$ cat src/rtl/mcu_spi_slave_if.sv
// Target-side byte bus of the MCU SPI slave: per-target strobes, the shared
// received byte and frame-start flag, and one reply byte from each target.
interface mcu_spi_slave_if;
  logic       mcu_sys_strobe;
  logic       mcu_hid_strobe;
  logic       mcu_osd_strobe;
  logic       mcu_sdc_strobe;
  logic       mcu_start;
  logic [7:0] mcu_dout;
  logic [7:0] mcu_sys_din;
  logic [7:0] mcu_hid_din;
  logic [7:0] mcu_osd_din;
  logic [7:0] mcu_sdc_din;

  // The SPI slave drives the byte strobes and collects replies.
  modport master (
    output mcu_sys_strobe,
    output mcu_hid_strobe,
    output mcu_osd_strobe,
    output mcu_sdc_strobe,
    output mcu_start,
    output mcu_dout,
    input  mcu_sys_din,
    input  mcu_hid_din,
    input  mcu_osd_din,
    input  mcu_sdc_din
  );

  // A control target consumes strobes and supplies its reply byte.
  modport slave (
    input  mcu_sys_strobe,
    input  mcu_hid_strobe,
    input  mcu_osd_strobe,
    input  mcu_sdc_strobe,
    input  mcu_start,
    input  mcu_dout,
    output mcu_sys_din,
    output mcu_hid_din,
    output mcu_osd_din,
    output mcu_sdc_din
  );
endinterface

$ cat src/rtl/mcu_spi_slave.sv
// SPI mode-0 slave for the board MCU. Oversamples the SPI pins in clk,
// assembles MSB-first bytes, routes them to the target chosen by the first
// byte of each frame, and shifts the chosen target's reply back on MISO.
module mcu_spi_slave #(
  parameter int SYNC_STAGES = 2,
  parameter int NUM_TARGETS = 4
) (
  input  logic clk,
  input  logic reset,
  input  logic spi_io_ss,
  input  logic spi_io_clk,
  input  logic spi_io_din,
  output logic spi_io_dout,
  mcu_spi_slave_if.master bus
);

  localparam logic [7:0] TGT_NONE = 8'hFF;

  // ---------------------------------------------------------------------------
  // Pin synchronisers
  // ---------------------------------------------------------------------------
  logic [SYNC_STAGES-1:0] ss_sync_q, ss_sync_d;
  logic [SYNC_STAGES-1:0] sclk_sync_q, sclk_sync_d;
  logic [SYNC_STAGES-1:0] din_sync_q, din_sync_d;
  // Counts real pin samples since reset so the idle fill is never mistaken
  // for the MCU having released chip select.
  logic [SYNC_STAGES-1:0] fill_q, fill_d;
  logic                   sclk_last_q, sclk_last_d;

  logic ss_s;
  logic sclk_s;
  logic din_s;
  logic sclk_rise;
  logic sclk_fall;

  // Next values of the synchroniser chains
  always_comb begin
    ss_sync_d   = {ss_sync_q[SYNC_STAGES-2:0], spi_io_ss};
    sclk_sync_d = {sclk_sync_q[SYNC_STAGES-2:0], spi_io_clk};
    din_sync_d  = {din_sync_q[SYNC_STAGES-2:0], spi_io_din};
    fill_d      = {fill_q[SYNC_STAGES-2:0], 1'b1};
    sclk_last_d = sclk_sync_q[SYNC_STAGES-1];
  end

  // Synchroniser flops, reset to the idle pin levels
  always_ff @(posedge clk) begin
    if (reset) begin
      ss_sync_q   <= '1;
      sclk_sync_q <= '0;
      din_sync_q  <= '0;
      fill_q      <= '0;
      sclk_last_q <= 1'b0;
    end else begin
      ss_sync_q   <= ss_sync_d;
      sclk_sync_q <= sclk_sync_d;
      din_sync_q  <= din_sync_d;
      fill_q      <= fill_d;
      sclk_last_q <= sclk_last_d;
    end
  end

  assign ss_s      = ss_sync_q[SYNC_STAGES-1];
  assign sclk_s    = sclk_sync_q[SYNC_STAGES-1];
  assign din_s     = din_sync_q[SYNC_STAGES-1];
  assign sclk_rise = sclk_s & ~sclk_last_q;
  assign sclk_fall = ~sclk_s & sclk_last_q;

  // ---------------------------------------------------------------------------
  // Target decode
  // ---------------------------------------------------------------------------
  logic [7:0] tgt_q, tgt_d;
  logic [3:0] tgt_hit;
  logic       tgt_valid;
  logic [7:0] reply_byte;

  // One-hot match of the latched target id; ids without a port never match.
  for (genvar gi = 0; gi < 4; gi++) begin : g_hit
    if (gi < NUM_TARGETS) begin : g_used
      assign tgt_hit[gi] = (tgt_q == 8'(gi));
    end else begin : g_unused
      assign tgt_hit[gi] = 1'b0;
    end
  end

  assign tgt_valid = |tgt_hit;

  // Reply byte of the currently selected target
  always_comb begin
    reply_byte = 8'h00;
    unique case (tgt_hit)
      4'b0001: reply_byte = bus.mcu_sys_din;
      4'b0010: reply_byte = bus.mcu_hid_din;
      4'b0100: reply_byte = bus.mcu_osd_din;
      4'b1000: reply_byte = bus.mcu_sdc_din;
      default: reply_byte = 8'h00;
    endcase
  end

  // ---------------------------------------------------------------------------
  // Frame state, receive, strobes and transmit
  // ---------------------------------------------------------------------------
  logic       armed_q, armed_d;
  logic [2:0] bit_cnt_q, bit_cnt_d;
  logic [1:0] byte_cnt_q, byte_cnt_d;
  logic [7:0] rx_q, rx_d;
  logic [7:0] tx_q, tx_d;
  logic [7:0] dout_q, dout_d;
  logic [3:0] strobe_q, strobe_d;
  logic       start_q, start_d;
  // Two-stage delay from byte completion to the tx load; the _v stage
  // remembers whether the completed byte actually went to a target.
  logic       ld1_q, ld1_d;
  logic       ld2_q, ld2_d;
  logic       ld1_v_q, ld1_v_d;
  logic       ld2_v_q, ld2_v_d;

  logic       in_frame;
  logic [7:0] rx_shift;

  assign in_frame = armed_q & ~ss_s;
  assign rx_shift = {rx_q[6:0], din_s};

  // Byte assembly, target routing and reply serialisation
  always_comb begin
    armed_d    = armed_q | ((&fill_q) & ss_s);
    bit_cnt_d  = bit_cnt_q;
    byte_cnt_d = byte_cnt_q;
    rx_d       = rx_q;
    tx_d       = tx_q;
    tgt_d      = tgt_q;
    dout_d     = dout_q;
    strobe_d   = 4'b0000;
    start_d    = 1'b0;
    ld1_d      = 1'b0;
    ld1_v_d    = 1'b0;
    ld2_d      = ld1_q;
    ld2_v_d    = ld1_v_q;

    if (!in_frame) begin
      bit_cnt_d  = 3'd0;
      byte_cnt_d = 2'd0;
      rx_d       = 8'h00;
      tx_d       = 8'h00;
      tgt_d      = TGT_NONE;
      ld2_d      = 1'b0;
      ld2_v_d    = 1'b0;
    end else begin
      // The load has priority over a coincident fall. The fall that closes
      // a byte (counter back at 0) does not shift, so the freshly loaded
      // MSB is already on MISO for the next byte's first rising edge.
      if (ld2_q) begin
        tx_d = (ld2_v_q && tgt_valid) ? reply_byte : 8'h00;
      end else if (sclk_fall && (bit_cnt_q != 3'd0)) begin
        tx_d = {tx_q[6:0], 1'b0};
      end

      if (sclk_rise) begin
        rx_d      = rx_shift;
        bit_cnt_d = bit_cnt_q + 3'd1;
        if (bit_cnt_q == 3'd7) begin
          ld1_d = 1'b1;
          if (byte_cnt_q == 2'd0) begin
            tgt_d      = rx_shift;
            byte_cnt_d = 2'd1;
          end else begin
            dout_d     = rx_shift;
            start_d    = (byte_cnt_q == 2'd1) && tgt_valid;
            strobe_d   = tgt_hit;
            ld1_v_d    = 1'b1;
            byte_cnt_d = 2'd2;
          end
        end
      end
    end
  end

  // Frame state registers
  always_ff @(posedge clk) begin
    if (reset) begin
      armed_q    <= 1'b0;
      bit_cnt_q  <= 3'd0;
      byte_cnt_q <= 2'd0;
      rx_q       <= 8'h00;
      tx_q       <= 8'h00;
      tgt_q      <= TGT_NONE;
      dout_q     <= 8'h00;
      strobe_q   <= 4'b0000;
      start_q    <= 1'b0;
      ld1_q      <= 1'b0;
      ld2_q      <= 1'b0;
      ld1_v_q    <= 1'b0;
      ld2_v_q    <= 1'b0;
    end else begin
      armed_q    <= armed_d;
      bit_cnt_q  <= bit_cnt_d;
      byte_cnt_q <= byte_cnt_d;
      rx_q       <= rx_d;
      tx_q       <= tx_d;
      tgt_q      <= tgt_d;
      dout_q     <= dout_d;
      strobe_q   <= strobe_d;
      start_q    <= start_d;
      ld1_q      <= ld1_d;
      ld2_q      <= ld2_d;
      ld1_v_q    <= ld1_v_d;
      ld2_v_q    <= ld2_v_d;
    end
  end

  assign spi_io_dout        = tx_q[7];
  assign bus.mcu_sys_strobe = strobe_q[0];
  assign bus.mcu_hid_strobe = strobe_q[1];
  assign bus.mcu_osd_strobe = strobe_q[2];
  assign bus.mcu_sdc_strobe = strobe_q[3];
  assign bus.mcu_start      = start_q;
  assign bus.mcu_dout       = dout_q;

endmodule

$ cat src/flat_wrapper.sv
// flat-port wrapper written by rule: the top's interface ports become plain ports
module mcu_spi_slave_flat 
#(
  parameter int SYNC_STAGES = 2,
  parameter int NUM_TARGETS = 4
)
  (clk, reset, spi_io_ss, spi_io_clk, spi_io_din, spi_io_dout, bus_mcu_sys_strobe, bus_mcu_hid_strobe, bus_mcu_osd_strobe, bus_mcu_sdc_strobe, bus_mcu_start, bus_mcu_dout, bus_mcu_sys_din, bus_mcu_hid_din, bus_mcu_osd_din, bus_mcu_sdc_din);
  mcu_spi_slave_if bus_i ();
  input  logic clk;
  input  logic reset;
  input  logic spi_io_ss;
  input  logic spi_io_clk;
  input  logic spi_io_din;
  output logic spi_io_dout;
  output wire logic [$bits(bus_i.mcu_sys_strobe)-1:0] bus_mcu_sys_strobe;
  output wire logic [$bits(bus_i.mcu_hid_strobe)-1:0] bus_mcu_hid_strobe;
  output wire logic [$bits(bus_i.mcu_osd_strobe)-1:0] bus_mcu_osd_strobe;
  output wire logic [$bits(bus_i.mcu_sdc_strobe)-1:0] bus_mcu_sdc_strobe;
  output wire logic [$bits(bus_i.mcu_start)-1:0] bus_mcu_start;
  output wire logic [$bits(bus_i.mcu_dout)-1:0] bus_mcu_dout;
  input wire logic [$bits(bus_i.mcu_sys_din)-1:0] bus_mcu_sys_din;
  input wire logic [$bits(bus_i.mcu_hid_din)-1:0] bus_mcu_hid_din;
  input wire logic [$bits(bus_i.mcu_osd_din)-1:0] bus_mcu_osd_din;
  input wire logic [$bits(bus_i.mcu_sdc_din)-1:0] bus_mcu_sdc_din;
  assign bus_mcu_sys_strobe = bus_i.mcu_sys_strobe;
  assign bus_mcu_hid_strobe = bus_i.mcu_hid_strobe;
  assign bus_mcu_osd_strobe = bus_i.mcu_osd_strobe;
  assign bus_mcu_sdc_strobe = bus_i.mcu_sdc_strobe;
  assign bus_mcu_start = bus_i.mcu_start;
  assign bus_mcu_dout = bus_i.mcu_dout;
  assign bus_i.mcu_sys_din = bus_mcu_sys_din;
  assign bus_i.mcu_hid_din = bus_mcu_hid_din;
  assign bus_i.mcu_osd_din = bus_mcu_osd_din;
  assign bus_i.mcu_sdc_din = bus_mcu_sdc_din;
  mcu_spi_slave #(.SYNC_STAGES(SYNC_STAGES), .NUM_TARGETS(NUM_TARGETS)) u_core (.clk(clk), .reset(reset), .spi_io_ss(spi_io_ss), .spi_io_clk(spi_io_clk), .spi_io_din(spi_io_din), .spi_io_dout(spi_io_dout), .bus(bus_i));
endmodule
$ cat config.mk
export PLATFORM = sky130hd
export DESIGN_NAME = mcu_spi_slave_flat
export DESIGN_NICKNAME = d
export VERILOG_FILES = /design/src/rtl/mcu_spi_slave_if.sv /design/src/rtl/mcu_spi_slave.sv /design/src/flat_wrapper.sv
export SDC_FILE = /design/constraint.sdc
export NUM_CORES = 1
export LEC_CHECK = 0
export CORE_MARGIN = 2
export CORE_UTILIZATION = 46
export CTS_BUF_LIST = sky130_fd_sc_hd__clkbuf_16
export CTS_CLUSTER_DIAMETER = 60
export CTS_CLUSTER_SIZE = 30
export DETAILED_ROUTE_END_ITERATION = 10
export PLACE_DENSITY = 0.73
export SYNTH_ARGS = -nofsm -noshare
export SYNTH_HDL_FRONTEND = slang
export SYNTH_SLANG_ARGS = --single-unit
$ cat constraint.sdc
create_clock -name clk -period 2.9 [get_ports clk]
set_clock_uncertainty 0.2 [all_clocks]
set_input_delay 0.725 -clock clk [delete_from_list [all_inputs] [get_ports clk]]
set_output_delay 0.725 -clock clk [all_outputs]
set_load 0.005 [all_outputs]
## Yosys cells after proc, flatten, opt, wreduce, memory -nomap -nowiden

Cells that the tools add are included.

| operators by class | value |
|---|---|
| equal/unequal tests | 9 |
| reductions and logical operators | 16 |
| add/sub/neg operators | 1 |
| bitwise gates (word level) | 12 |
| mux-type cells | 8 |

Operators with widths:

| kind | count |
|---|---|
| 8-bit case mux with 4 select lines | 1 |
| 8-bit two-way mux | 3 |
| 8-bit by 2-bit == test with 1-bit output (second input constant) | 2 |
| 8-bit by 1-bit == test with 1-bit output (second input constant) | 1 |
| 8-bit logical NOT | 1 |
| 4-bit OR reduction | 2 |
| 1-bit NOT | 7 |
| 5-bit OR reduction | 1 |
| 1-bit bitwise AND | 4 |
| 4-bit by 1-bit == test with 1-bit output (second input constant) | 1 |
| 4-bit by 2-bit == test with 1-bit output (second input constant) | 1 |
| 4-bit by 3-bit == test with 1-bit output (second input constant) | 1 |
| 4-bit == test (second input constant) | 1 |
| 2-bit AND reduction | 2 |
| 4-bit AND reduction | 1 |
| 3-bit by 1-bit adder with 3-bit output (second input constant) | 1 |
| 3-bit == test (second input constant) | 1 |
| 1-bit logical AND | 3 |
| 1-bit two-way mux | 3 |
| 3-bit AND reduction | 1 |
| 3-bit nonzero test | 1 |
| 3-bit OR reduction | 1 |
| 2-bit by 1-bit == test with 1-bit output (second input constant) | 1 |
| 2-bit logical NOT | 1 |
| other kinds (4) | 4 |

| word-level totals | value |
|---|---|
| logic and storage cells | 65 |
| output and inout port bits | 14 |
| input port bits | 37 |
| flip-flop bits (word level) | 55 |

## Depth between registers and ports, before layout

| logic depth | value |
|---|---|
| depth in word-level cells | 5 |
| depth in mapped cells | 6 |
| depth with buffers taken out | 5 |

## Least setup slack after synthesis

No wires, ideal clock.

| timing path | value |
|---|---|
| kind | input -> register |
| from | input port reset |
| to | register u_core.tx_q[6] |
| data arrival time | 1439 ps |
| path buffers | 2 |
| data required time | 2569 ps |
| path slack | 1131 ps |
| library setup time | 131 ps |
| stages on the path | 5 |
| cell sequence | clkbuf_1 -> inv_1 -> nand2_1 -> buf_2 -> a221oi_1 |

| between the ends | value |
|---|---|
| cells in the longest elaborated chain, start to end | 1 |

Ends and longest elaborated chain:

| item | RTL line | RTL |
|---|---|---|
| start, declared | flat_wrapper.sv:10 | `input logic reset;` |
| 2-bit OR reduction (no source line) | n/a |  |
| end signal, assigned | mcu_spi_slave.sv:198 | `tx_q <= tx_d;` |
| end, declared | mcu_spi_slave.sv:106 | `logic [7:0] tx_q, tx_d;` |

No other way between the ends.
A chain may end at the register's enable or synchronous reset.

## Worst setup path in the final report

| timing path | value |
|---|---|
| from | register u_core.dout_q[7], in the netlist u_core.bus.mcu_dout[7] |
| to | output port bus_mcu_dout[7] |

RTL lines:

| item | RTL line | RTL |
|---|---|---|
| start, declared | mcu_spi_slave.sv:107 | `logic [7:0] dout_q, dout_d;` |
| start signal, assigned | mcu_spi_slave.sv:200 | `dout_q <= dout_d;` |
| end, declared | flat_wrapper.sv:20 | `output wire logic [$bits(bus_i.mcu_dout)-1:0] bus_mcu_dout;` |

No word-level cell between the ends.

==> results.tsv <==
stage	metric	value	unit
die	core	5042	µm²
route	vias_per_cell	5.455	
finish	multi_input_area	1121	µm²
setup_path	r2r_cells	5	
power	powerDensity	466.2	nW/µm²
route	final_antenna_net_count	0	
logic_synthesis	synthesis.nets	284	
sta	timing.slew.headroom	0.5425	
finish	final_cell_mix	dfxtp_1 (55), clkdlybuf4s50_1 (50), nand2_1 (24)	
setup_path	crit_chain	clkdlybuf4s50_1	
logic_synthesis	synth_warnings	0	
route	firstDrtPassIters	4	
sta	timing.hold.ws	0.2191	ns
setup_path	cp_max_fo	2	
clock_tree	cts.sinks	55	
global_route	grt_pass1_wl	8.086	mm
global_route	antenna_found_initial	0	
place	port_buffers	50	
setup_path	endpoint_kind	primary output	
logic_synthesis	ys_seq_area_frac	0.4644	
finish	num_antenna_cells	0	
power	peakVddDrop	376.8	µV
clock_tree	cts_made_buffers	5	
hold_path	hp-start	u_core.ss_sync_q[0]$_SDFF_PP1_	
sta	hold_viol_final	0	
sta	finalCritPeriodShare	0.7119	
finish	nNetsFinal	327	
setup_path	cp_slowest_cell	clkdlybuf4s50_1	
run	max-cap-violations	0	
logic_synthesis	yosysTopAreaCell	dfxtp_1	
route	wl_per_cell	14.52	µm
logic_synthesis	synth_area	2371	µm²
sta	fin_ws	0.8356	ns
sta	max_freq	0.4844	GHz
power	leakagePower	0.001035	µW
clock_tree	ctsHoldBuffers	0	
die	fp.dieH	75.80	µm
setup_path	r2r_start	u_core.bit_cnt_q[0]$_SDFFE_PP0P_	
setup_path	cpPeakStageDelay	0.51	ns
setup_path	cp_top_family	buffers and inverters	
sta	worst_pin_slew	0.6848	ns
global_route	grt_pass1_vias	1806	
global_route	grt_max_degree	19	
sta	slew_viol_final	0	
die	row_count	26	
setup_path	critical_path_buf_inv_count	1	
sta	finalSetupViolCount	0	
hold_path	hold_depth	1	
hold_path	hp-class	reg -> reg	
finish	final_layout_size_suffix_gt1_frac	0.1007	
logic_synthesis	ys_top_cells_by_area	dfxtp_1 (46%), mux4_2 (4.7%), o31ai_1 (4.7%)	
finish	fill_cells	442	
place	dp_hpwl	3.774	mm
setup_path	ff2ff_setup_slack	0.97	ns
setup_path	cp.arrival	1.14	ns
sta	rsz0062_at_grt	no	
logic_synthesis	postSynthCellCount	244	
die	dieArea	5745	µm²
route	drt-total-wl	5.198	mm
finish	regArea	1101	µm²
setup_path	cp.required	1.98	ns
logic_synthesis	syn_avg_cell_area	9.717	µm²
clock_tree	clockBufferDepth	2	
route	drcViolationCount	0	
setup_path	crit_type	reg -> out	
sta	setup_tns	0	ns
clock_tree	clkTransAtPathRegs	0.07	ns
place	gp_congestion	0.7501	
route	vias	1953	
die	die_w	75.80	µm
clock_tree	cts_resized	0	
clock_tree	root_buffer	clkbuf_16	
clock_tree	cts_max_level	2	
run_status	status	completed	
sta	min_period	2.064	ns
clock_tree	clk_latency	0.29	ns
die	initial_core_util	0.4702	
clock_tree	cts_setup_buffers	0	
die	ios	51	
logic_synthesis	synth_top_cell_area_share	0.4644	
clock_tree	cts_tree	built	
place	post-place-ws	0.5753	ns
global_route	gr-usage-all-layers	0.1864	
setup_path	startpoint_type	flop	
route	drt_iter0_drc	97	
finish	final_common_cell	dfxtp_1	
logic_synthesis	yosysUniqueCellTypes	38	
global_route	grt.overflow.total	0	
setup_path	crit_start	u_core.bus.mcu_dout[7]$_SDFFE_PP0P_	
hold_path	timing.hold.worst_endpoint	u_core.ss_sync_q[1]$_SDFF_PP1_	
logic_synthesis	synth_seq_cells	55	
setup_path	r2r_end	u_core.strobe_q[1]$_SDFF_PP0_	
finish	areaGrowthSynthToFinish	28.44	%
==> worst max path at each step <==
stage / endpoint / cells past startpoint
final: bus_mcu_dout[7] / 1
after global placement: u_core.ld1_q$_SDFF_PP0_ / 5
after global routing: spi_io_dout / 1
after detailed placement: u_core.ld1_q$_SDFF_PP0_ / 5
after floorplan: u_core.tx_q[6]$_SDFFE_PP0P_ / 5
after CTS: bus_mcu_osd_strobe / 1
==> through the flow <==
step	power, µW	utilization	instance area (µm²)	std cells
floorplan	807.1	-	2371	244
global placement	857.7	0.5759	2904	350
detailed placement	859.9	0.5759	2904	350
CTS	1431	0.6040	3045	358
global route	1465	0.6040	3045	358
finish	1420	0.6040	3045	358
==> metal layers <==
layer,vias to the layer above,part of all wire,GRT usage
met5,-,0,0
met4,0,0.0075,0.07018
met2,60,0.47,0.3161
li1,971,-,-
met1,918,0.45,0.2312
met3,4,0.070,0.04101
==> sequential cells by signal, summed over array words and instances, names as in the netlist <==
name	cells
u_core.strobe_q	4
u_core.ld1_v_q	1
u_core.ld1_q	1
u_core.ld2_q	1
u_core.fill_q	2
u_core.sclk_sync_q	2
u_core.bus.mcu_start	1
u_core.ss_sync_q	2
u_core.tgt_q	8
u_core.rx_q	7
u_core.din_sync_q	2
u_core.tx_q	8
u_core.armed_q	1
u_core.byte_cnt_q	2
u_core.ld2_v_q	1
u_core.bus.mcu_dout	8
u_core.bit_cnt_q	3
u_core.sclk_last_q	1
==> synthesized netlist by cell type <==
library cell	number
dfxtp_1	55
nand2_1	24
a21oi_1	19
nand3_1	16
nand4_1	16
o31ai_1	15
inv_1	13
nor2b_1	9
o21ai_0	8
buf_2	7
a221oi_2	5
clkbuf_1	5
mux4_2	5
nor4_1	5
buf_1	4
nor2_1	4
and2_1	3
ha_1	3
mux4_1	3
nand2b_1	3
or2_2	3
a221oi_1	2
clkinv_1	2
a31oi_1	1
and3b_1	1
buf_4	1
buf_6	1
clkbuf_2	1
nand3b_1	1
nand4_2	1
nand4bb_1	1
nor2_2	1
nor3b_1	1
nor4_4	1
nor4bb_1	1
o211ai_1	1
o21a_4	1
xnor2_1	1
==> worst reg2reg max path: cells and delay by family, from the launching register on <==
family,cells,cell delay (ns)
adders and majority gates,2,0.39
and+or+nand+nor,3,0.87
DFF,1,0.37
==> cell families (layout without fill, tap and decap cells) <==
kind of cell	after synthesis	count (layout)	share of synthesized area
and+or+nand+nor	91	91	0.2169
DFF	55	55	0.4644
AOI/OAI and AO/OA	52	52	0.1557
buffers and inverters	34	78	0.06280
muxes	8	8	0.08074
adders and majority gates	3	3	0.01583
xor gates and xnor gates	1	1	0.003695
==> where the power goes <==
group / switching (µW) / leakage (µW) / internal (µW)
clock network: 262 / 0.0000710 / 315
registers: 4.00 / 0.000445 / 761
logic: 19.9 / 0.000518 / 57.3
==> area by class of cell <==
cell class,count,area share
Clock inverter,3,0.005341
Multi-Input combinational cell,155,0.3681
Timing Repair Buffer,55,0.1767
Sequential cell,55,0.3615
Clock buffer,5,0.04108
Tap cell,70,0.02876
Inverter,15,0.01849
Power figures use the tool's default switching activity.
